--- src/rtl/axi4lite_wb_demux.sv ---
// AXI4-Lite slave to multi-port Wishbone master bridge.
// One transaction in flight; the address selects one of NUM_SLAVES Wishbone
// ports, and undecodable addresses, bus errors and timeouts become AXI errors.
module axi4lite_wb_demux #(
    parameter int C_AXI_DATA_WIDTH = 32,
    parameter int C_AXI_ADDR_WIDTH = 32,
    parameter int NUM_SLAVES       = 4,
    parameter int SLAVE_AW         = 12,
    parameter int TIMEOUT_CYCLES   = 255
) (
    input  logic                                   clk_i,
    input  logic                                   rst_i,
    // write address
    output logic                                   o_axi_awready,
    input  logic [C_AXI_ADDR_WIDTH-1:0]            i_axi_awaddr,
    input  logic [3:0]                             i_axi_awcache,
    input  logic [2:0]                             i_axi_awprot,
    input  logic                                   i_axi_awvalid,
    // write data
    output logic                                   o_axi_wready,
    input  logic [C_AXI_DATA_WIDTH-1:0]            i_axi_wdata,
    input  logic [C_AXI_DATA_WIDTH/8-1:0]          i_axi_wstrb,
    input  logic                                   i_axi_wvalid,
    // write response
    output logic [1:0]                             o_axi_bresp,
    output logic                                   o_axi_bvalid,
    input  logic                                   i_axi_bready,
    // read address
    output logic                                   o_axi_arready,
    input  logic [C_AXI_ADDR_WIDTH-1:0]            i_axi_araddr,
    input  logic [3:0]                             i_axi_arcache,
    input  logic [2:0]                             i_axi_arprot,
    input  logic                                   i_axi_arvalid,
    // read data
    output logic [1:0]                             o_axi_rresp,
    output logic                                   o_axi_rvalid,
    output logic [C_AXI_DATA_WIDTH-1:0]            o_axi_rdata,
    input  logic                                   i_axi_rready,
    // wishbone
    output logic [NUM_SLAVES-1:0]                  o_wb_cyc,
    output logic [NUM_SLAVES-1:0]                  o_wb_stb,
    output logic                                   o_wb_we,
    output logic [SLAVE_AW-3:0]                    o_wb_addr,
    output logic [C_AXI_DATA_WIDTH-1:0]            o_wb_data,
    output logic [C_AXI_DATA_WIDTH/8-1:0]          o_wb_sel,
    input  logic [NUM_SLAVES*C_AXI_DATA_WIDTH-1:0] i_wb_data,
    input  logic [NUM_SLAVES-1:0]                  i_wb_ack,
    input  logic [NUM_SLAVES-1:0]                  i_wb_err
);

    localparam int DW = C_AXI_DATA_WIDTH;
    localparam int IW = (NUM_SLAVES > 1) ? $clog2(NUM_SLAVES) : 1;
    localparam int TW = (TIMEOUT_CYCLES > 1) ? $clog2(TIMEOUT_CYCLES) : 1;

    localparam logic [1:0] RESP_OKAY   = 2'b00;
    localparam logic [1:0] RESP_SLVERR = 2'b10;
    localparam logic [1:0] RESP_DECERR = 2'b11;

    typedef enum logic [1:0] {IDLE, BUS, WRESP, RRESP} state_t;

    state_t                state;
    logic                  is_wr;
    logic                  prefer_rd;   // type that was not served last
    logic [TW-1:0]         tcnt;

    logic                  wr_pend;
    logic                  rd_go;
    logic                  wr_go;
    logic [C_AXI_ADDR_WIDTH-1:0] req_addr;
    logic [IW-1:0]         idx;
    logic                  hi_bits;
    logic                  dec_err;
    logic [NUM_SLAVES-1:0] dec_onehot;
    logic                  bus_ack;
    logic                  bus_err;
    logic                  timeout_hit;
    logic [DW-1:0]         bus_data;
    logic                  unused_ok;

    // Grant in IDLE only; the type served last yields when both are pending.
    assign wr_pend       = i_axi_awvalid && i_axi_wvalid;
    assign rd_go         = (state == IDLE) && i_axi_arvalid && (!wr_pend || prefer_rd);
    assign wr_go         = (state == IDLE) && wr_pend && (!i_axi_arvalid || !prefer_rd);
    assign o_axi_arready = rd_go;
    assign o_axi_awready = wr_go;
    assign o_axi_wready  = wr_go;

    assign req_addr = wr_go ? i_axi_awaddr : i_axi_araddr;
    assign idx      = req_addr[SLAVE_AW+IW-1:SLAVE_AW];
    assign hi_bits  = (req_addr >> (SLAVE_AW + IW)) != '0;
    assign dec_err  = hi_bits || (int'(idx) >= NUM_SLAVES);

    // Only the port currently strobed may end the cycle.
    assign bus_ack     = |(i_wb_ack & o_wb_stb);
    assign bus_err     = |(i_wb_err & o_wb_stb);
    assign timeout_hit = (TIMEOUT_CYCLES != 0) && (tcnt == TW'(TIMEOUT_CYCLES - 1));

    assign unused_ok = ^{i_axi_awcache, i_axi_awprot, i_axi_arcache, i_axi_arprot,
                         req_addr[1:0]};

    // Address decode to a one-hot port select.
    always_comb begin
        dec_onehot = '0;
        for (int n = 0; n < NUM_SLAVES; n++)
            dec_onehot[n] = (idx == IW'(n));
    end

    // Read-data mux driven by the active strobe.
    always_comb begin
        bus_data = '0;
        for (int n = 0; n < NUM_SLAVES; n++)
            if (o_wb_stb[n])
                bus_data = i_wb_data[n*DW +: DW];
    end

    // Transaction FSM with registered Wishbone and AXI response outputs.
    always_ff @(posedge clk_i) begin
        if (rst_i) begin
            state        <= IDLE;
            is_wr        <= 1'b0;
            prefer_rd    <= 1'b1;
            tcnt         <= '0;
            o_wb_cyc     <= '0;
            o_wb_stb     <= '0;
            o_wb_we      <= 1'b0;
            o_wb_addr    <= '0;
            o_wb_data    <= '0;
            o_wb_sel     <= '0;
            o_axi_bvalid <= 1'b0;
            o_axi_bresp  <= RESP_OKAY;
            o_axi_rvalid <= 1'b0;
            o_axi_rresp  <= RESP_OKAY;
            o_axi_rdata  <= '0;
        end else begin
            case (state)
                IDLE: begin
                    if (rd_go || wr_go) begin
                        is_wr     <= wr_go;
                        prefer_rd <= wr_go;
                        o_wb_we   <= wr_go;
                        o_wb_addr <= req_addr[SLAVE_AW-1:2];
                        o_wb_data <= i_axi_wdata;
                        o_wb_sel  <= wr_go ? i_axi_wstrb : '1;
                        tcnt      <= '0;
                        if (dec_err) begin
                            // No Wishbone cycle for an unmapped address.
                            if (wr_go) begin
                                o_axi_bvalid <= 1'b1;
                                o_axi_bresp  <= RESP_DECERR;
                                state        <= WRESP;
                            end else begin
                                o_axi_rvalid <= 1'b1;
                                o_axi_rresp  <= RESP_DECERR;
                                o_axi_rdata  <= '0;
                                state        <= RRESP;
                            end
                        end else begin
                            o_wb_cyc <= dec_onehot;
                            o_wb_stb <= dec_onehot;
                            state    <= BUS;
                        end
                    end
                end
                BUS: begin
                    if (bus_err || bus_ack || timeout_hit) begin
                        o_wb_cyc <= '0;
                        o_wb_stb <= '0;
                        if (is_wr) begin
                            o_axi_bvalid <= 1'b1;
                            o_axi_bresp  <= (bus_ack && !bus_err) ? RESP_OKAY : RESP_SLVERR;
                            state        <= WRESP;
                        end else begin
                            o_axi_rvalid <= 1'b1;
                            o_axi_rresp  <= (bus_ack && !bus_err) ? RESP_OKAY : RESP_SLVERR;
                            o_axi_rdata  <= (bus_ack && !bus_err) ? bus_data : '0;
                            state        <= RRESP;
                        end
                    end else begin
                        tcnt <= tcnt + 1'b1;
                    end
                end
                WRESP: begin
                    if (i_axi_bready) begin
                        o_axi_bvalid <= 1'b0;
                        state        <= IDLE;
                    end
                end
                RRESP: begin
                    if (i_axi_rready) begin
                        o_axi_rvalid <= 1'b0;
                        state        <= IDLE;
                    end
                end
                default: state <= IDLE;
            endcase
        end
    end

endmodule
--- config.mk ---
export PLATFORM = sky130hd
export DESIGN_NAME = axi4lite_wb_demux
export DESIGN_NICKNAME = d
export VERILOG_FILES = /design/src/rtl/axi4lite_wb_demux.sv
export SDC_FILE = /design/constraint.sdc
export NUM_CORES = 1
export LEC_CHECK = 0
export ABC_CLOCK_PERIOD_IN_PS = 4000
export BUFFER_PORTS_ARGS = -buffer_cell sky130_fd_sc_hd__buf_2
export CAP_MARGIN = 20
export CELL_PAD_IN_SITES_DETAIL_PLACEMENT = 0
export CELL_PAD_IN_SITES_GLOBAL_PLACEMENT = 2
export CORE_MARGIN = 2
export CORE_UTILIZATION = 24
export CTS_BUF_LIST = sky130_fd_sc_hd__clkbuf_8
export DETAILED_ROUTE_END_ITERATION = 10
export PLACE_DENSITY_LB_ADDON = 0.3
export SLEW_MARGIN = 5
export SYNTH_ARGS = -nofsm -noshare
export SYNTH_HDL_FRONTEND = slang
export SYNTH_SLANG_ARGS = --single-unit
--- constraint.sdc ---
create_clock -name clk_i -period 4 [get_ports clk_i]
set_input_delay 1.2 -clock clk_i [delete_from_list [all_inputs] [get_ports clk_i]]
set_output_delay 1.2 -clock clk_i [all_outputs]
set_load 0.01 [all_outputs]
==> flow_summary.ini <==
[layout]
layout_common_cells = 333 x buf_2, 98 x dfxtp_1, 97 x nand2_1, 78 x a21oi_1, 68 x nor2b_1
mostFrequentLayoutCell = buf_2
layout.nets = 1222
fin_util_pct = 33.8
antenna_cells = 0
area_growth_syn_to_layout_pct = 39.1
drive_gt1_share_pct = 42.2

[cts]
clockBufferDepth = 2
htreeDepth = 3
cts-buffers-inserted = 9
clock_sinks = 100
clkSlewWorstSetupHoldPaths_ns = 0.09
clockRootBuffer = clkbuf_8
cts_tree = yes
clock_latency_ns = 0.37
cts_hold_buf = 0
cts_resized = 0
postCtsSetupBuffers = 0

[logic_synthesis]
ys_types = 47
synth_top_family_by_area = simple AND/OR/NAND/NOR gates
muxShareOfSynthArea_pct = 7.43
yosys.area_share.adder_pct = 0.473
synth_top_area_share_pct = 37.9
ys_ff_latch = 100
yosys.area_share.simple_pct = 28.6
netlist_area_um2 = 5290
synth_compound_area_share_pct = 19.5
yosysSeqAreaShare_pct = 37.9
syn_area_per_cell_um2 = 7.96
ys_warn_count = 0
netlist_instances = 664
ys_top_cells_by_area = dfxtp_1 38%, nor2b_1 8.2%, a21oi_1 7.4%, mux2_2 7.0%, nand2_1 6.9%
synth_top_area_cell = dfxtp_1
yosys.area_share.xor_xnor_pct = 0.828
mappedNetlistNets = 923

[pwr]
power.density_nw_per_um2 = 367
finalPower_w = 0.00270
p_seq_share_pct = 43.2
power.leakage_nw = 3.39
power.internal_w = 0.00177
p_sw_w = 0.000924
pwr-share-comb_pct = 32.5
vdd_drop_max_uv = 211
clkPwrFrac_pct = 24.3
p_sw_share_pct = 34.3

[sta]
hold_violations = 0
tightest_slew_ns = 0.723
max_freq_ghz = 0.305
drv_slew = 0
max_slew_margin_pct = 51.8
min_period_over_period_pct = 81.9
finalCriticalPeriod_ns = 3.27
skew_ns = 0.0157
setup_tns_ns = 0
setup-violations-final = 0
rsz0062_at_grt = false

[hold_path]
holdCritPathClass = flop to flop
hold_depth = 2
hp-start = o_wb_data[11]$_SDFFE_PP0P_
min_to = o_wb_data[11]$_SDFFE_PP0P_

[floorplanning]
dieArea_um2 = 23200
core_area_um2 = 21800
die_width_um = 152
ioPinCount = 353
num_rows = 54
start_util_pct = 24.3
die_h_um = 152

[placed_design]
place.gp.congestion = 0.767
dpl.hpwl_um = 14100
portBuffers = 334

[setup_path]
reg2reg_to = o_axi_rdata[7]$_SDFFE_PP0P_
crit_arrival_ns = 2.07
timing.reg2reg.setup_slack_ns = 1.35
worstSetupPathType = primary input to output pin
start_kind = primary input
crit_path_end_kind = output pin
critPathRequiredTime_ns = 2.80
critPathMaxFanout = 12
timing.rr.start = state[0]$_SDFFE_PP0P_
r2r_cells = 8

[global_route]
grt_overflow = 0
grt_pass1_vias = 5587
grt_pass1_wl_um = 30000
grt_usage_pct = 15.7
grt_max_degree = 68
antenna_found_initial = 0

[route]
finalWirelength_um = 18700
ant_nets = 0
viasPerCell = 4.61
vias = 5745
drc = 0
drt_iter0_drc = 257
routedWlPerCell_um = 15.0
first_pass_iters = 4

[job]
maxCapViolCount = 0

[run_status]
status = finished, final reports clean
==> power by group through the flow <==
stage               combinational [W]  sequential, W  clock [W]
detailed placement           0.000893        0.00119          0
global route                 0.000987        0.00118   0.000734
CTS                          0.000896        0.00116   0.000699
floorplan                    0.000524        0.00120          0
finish                       0.000876        0.00116   0.000656
global placement             0.000900        0.00118          0
==> how the worst max path moves through the flow <==
stage               slack, ns     startpoint       endpoint
floorplan                0.96  i_axi_awvalid  o_axi_arready
global placement         0.71  i_axi_awvalid  o_axi_arready
detailed placement       0.72  i_axi_awvalid  o_axi_arready
CTS                      0.71  i_axi_awvalid  o_axi_arready
global route             0.61  i_axi_awvalid  o_axi_arready
finish                   0.73  i_axi_awvalid  o_axi_arready
==> synthesized netlist by cell type (all sizes together) <==
cell type,instances
a211o,1
a221o,1
nor4,9
a22oi,4
nand4,6
o31ai,2
nor4b,1
or4,1
a311o,3
clkbuf,46
nor3,39
a2111oi,2
or3,1
o211ai,1
inv,6
o21ai,6
mux2,34
mux2i,1
dfxtp,100
and3,2
o22ai,5
a21oi,78
a211oi,5
a221oi,33
a311oi,10
nand3,8
and4,3
and2,2
or2,2
or4b,1
buf,12
ha,2
nand2b,3
nand2,98
nor2,61
o31a,1
nor2b,69
xor2,5
==> final cells by class <==
class / instances / area (um^2)
fill: 2364 / 14400
multi-input combinational: 500 / 3010
sequential: 100 / 2000
timing repair buffer: 346 / 1780
tap: 280 / 350
clock buffer: 10 / 138
clock inverter: 5 / 53.8
inverter: 6 / 22.5
==> flip-flops by register name, indices dropped and copies added (netlist names) <==
| signal | count |
|---|---|
| is_wr | 1 |
| tcnt | 8 |
| o_wb_addr | 10 |
| o_axi_rvalid | 1 |
| o_axi_bresp | 2 |
| o_wb_data | 32 |
| o_axi_rresp | 2 |
| o_wb_sel | 4 |
| o_wb_stb | 4 |
| state | 2 |
| prefer_rd | 1 |
| o_axi_bvalid | 1 |
| o_axi_rdata | 32 |
==> cells by family (layout without fill, tap and decap cells) <==
group / count (synthesis) / in the layout
buffers and inverters: 64 / 367
flip-flops: 100 / 100
XOR/XNOR: 5 / 5
multiplexers: 35 / 35
adder cells (fa/ha/maj): 2 / 2
AND/OR/NAND/NOR: 306 / 306
AO/OA/AOI/OAI: 152 / 152
==> through the flow <==
step / instance area [um^2] / hold slack, ns / std cells / setup slack [ns]
after floorplan: 5290 / 0.458 / 664 / 0.955
after global placement: 7160 / 0.435 / 1232 / 0.711
after detailed placement: 7160 / 0.442 / 1232 / 0.722
after CTS: 7350 / 0.454 / 1247 / 0.709
after global routing: 7350 / 0.473 / 1247 / 0.614
final: 7350 / 0.450 / 1247 / 0.725
==> critical path, cell delays in order <==
cell	delay, ns
buf_2	0.13
nand2_1	0.08
o211ai_1	0.21
inv_1	0.24
buf_2	0.21
==> per-layer routing <==
metal,wire [um],track usage [%]
met5,0,0
met4,366,5.03
met3,1490,4.81
met2,8730,26.3
met1,8160,19.4
Power figures use the tool's default switching activity.
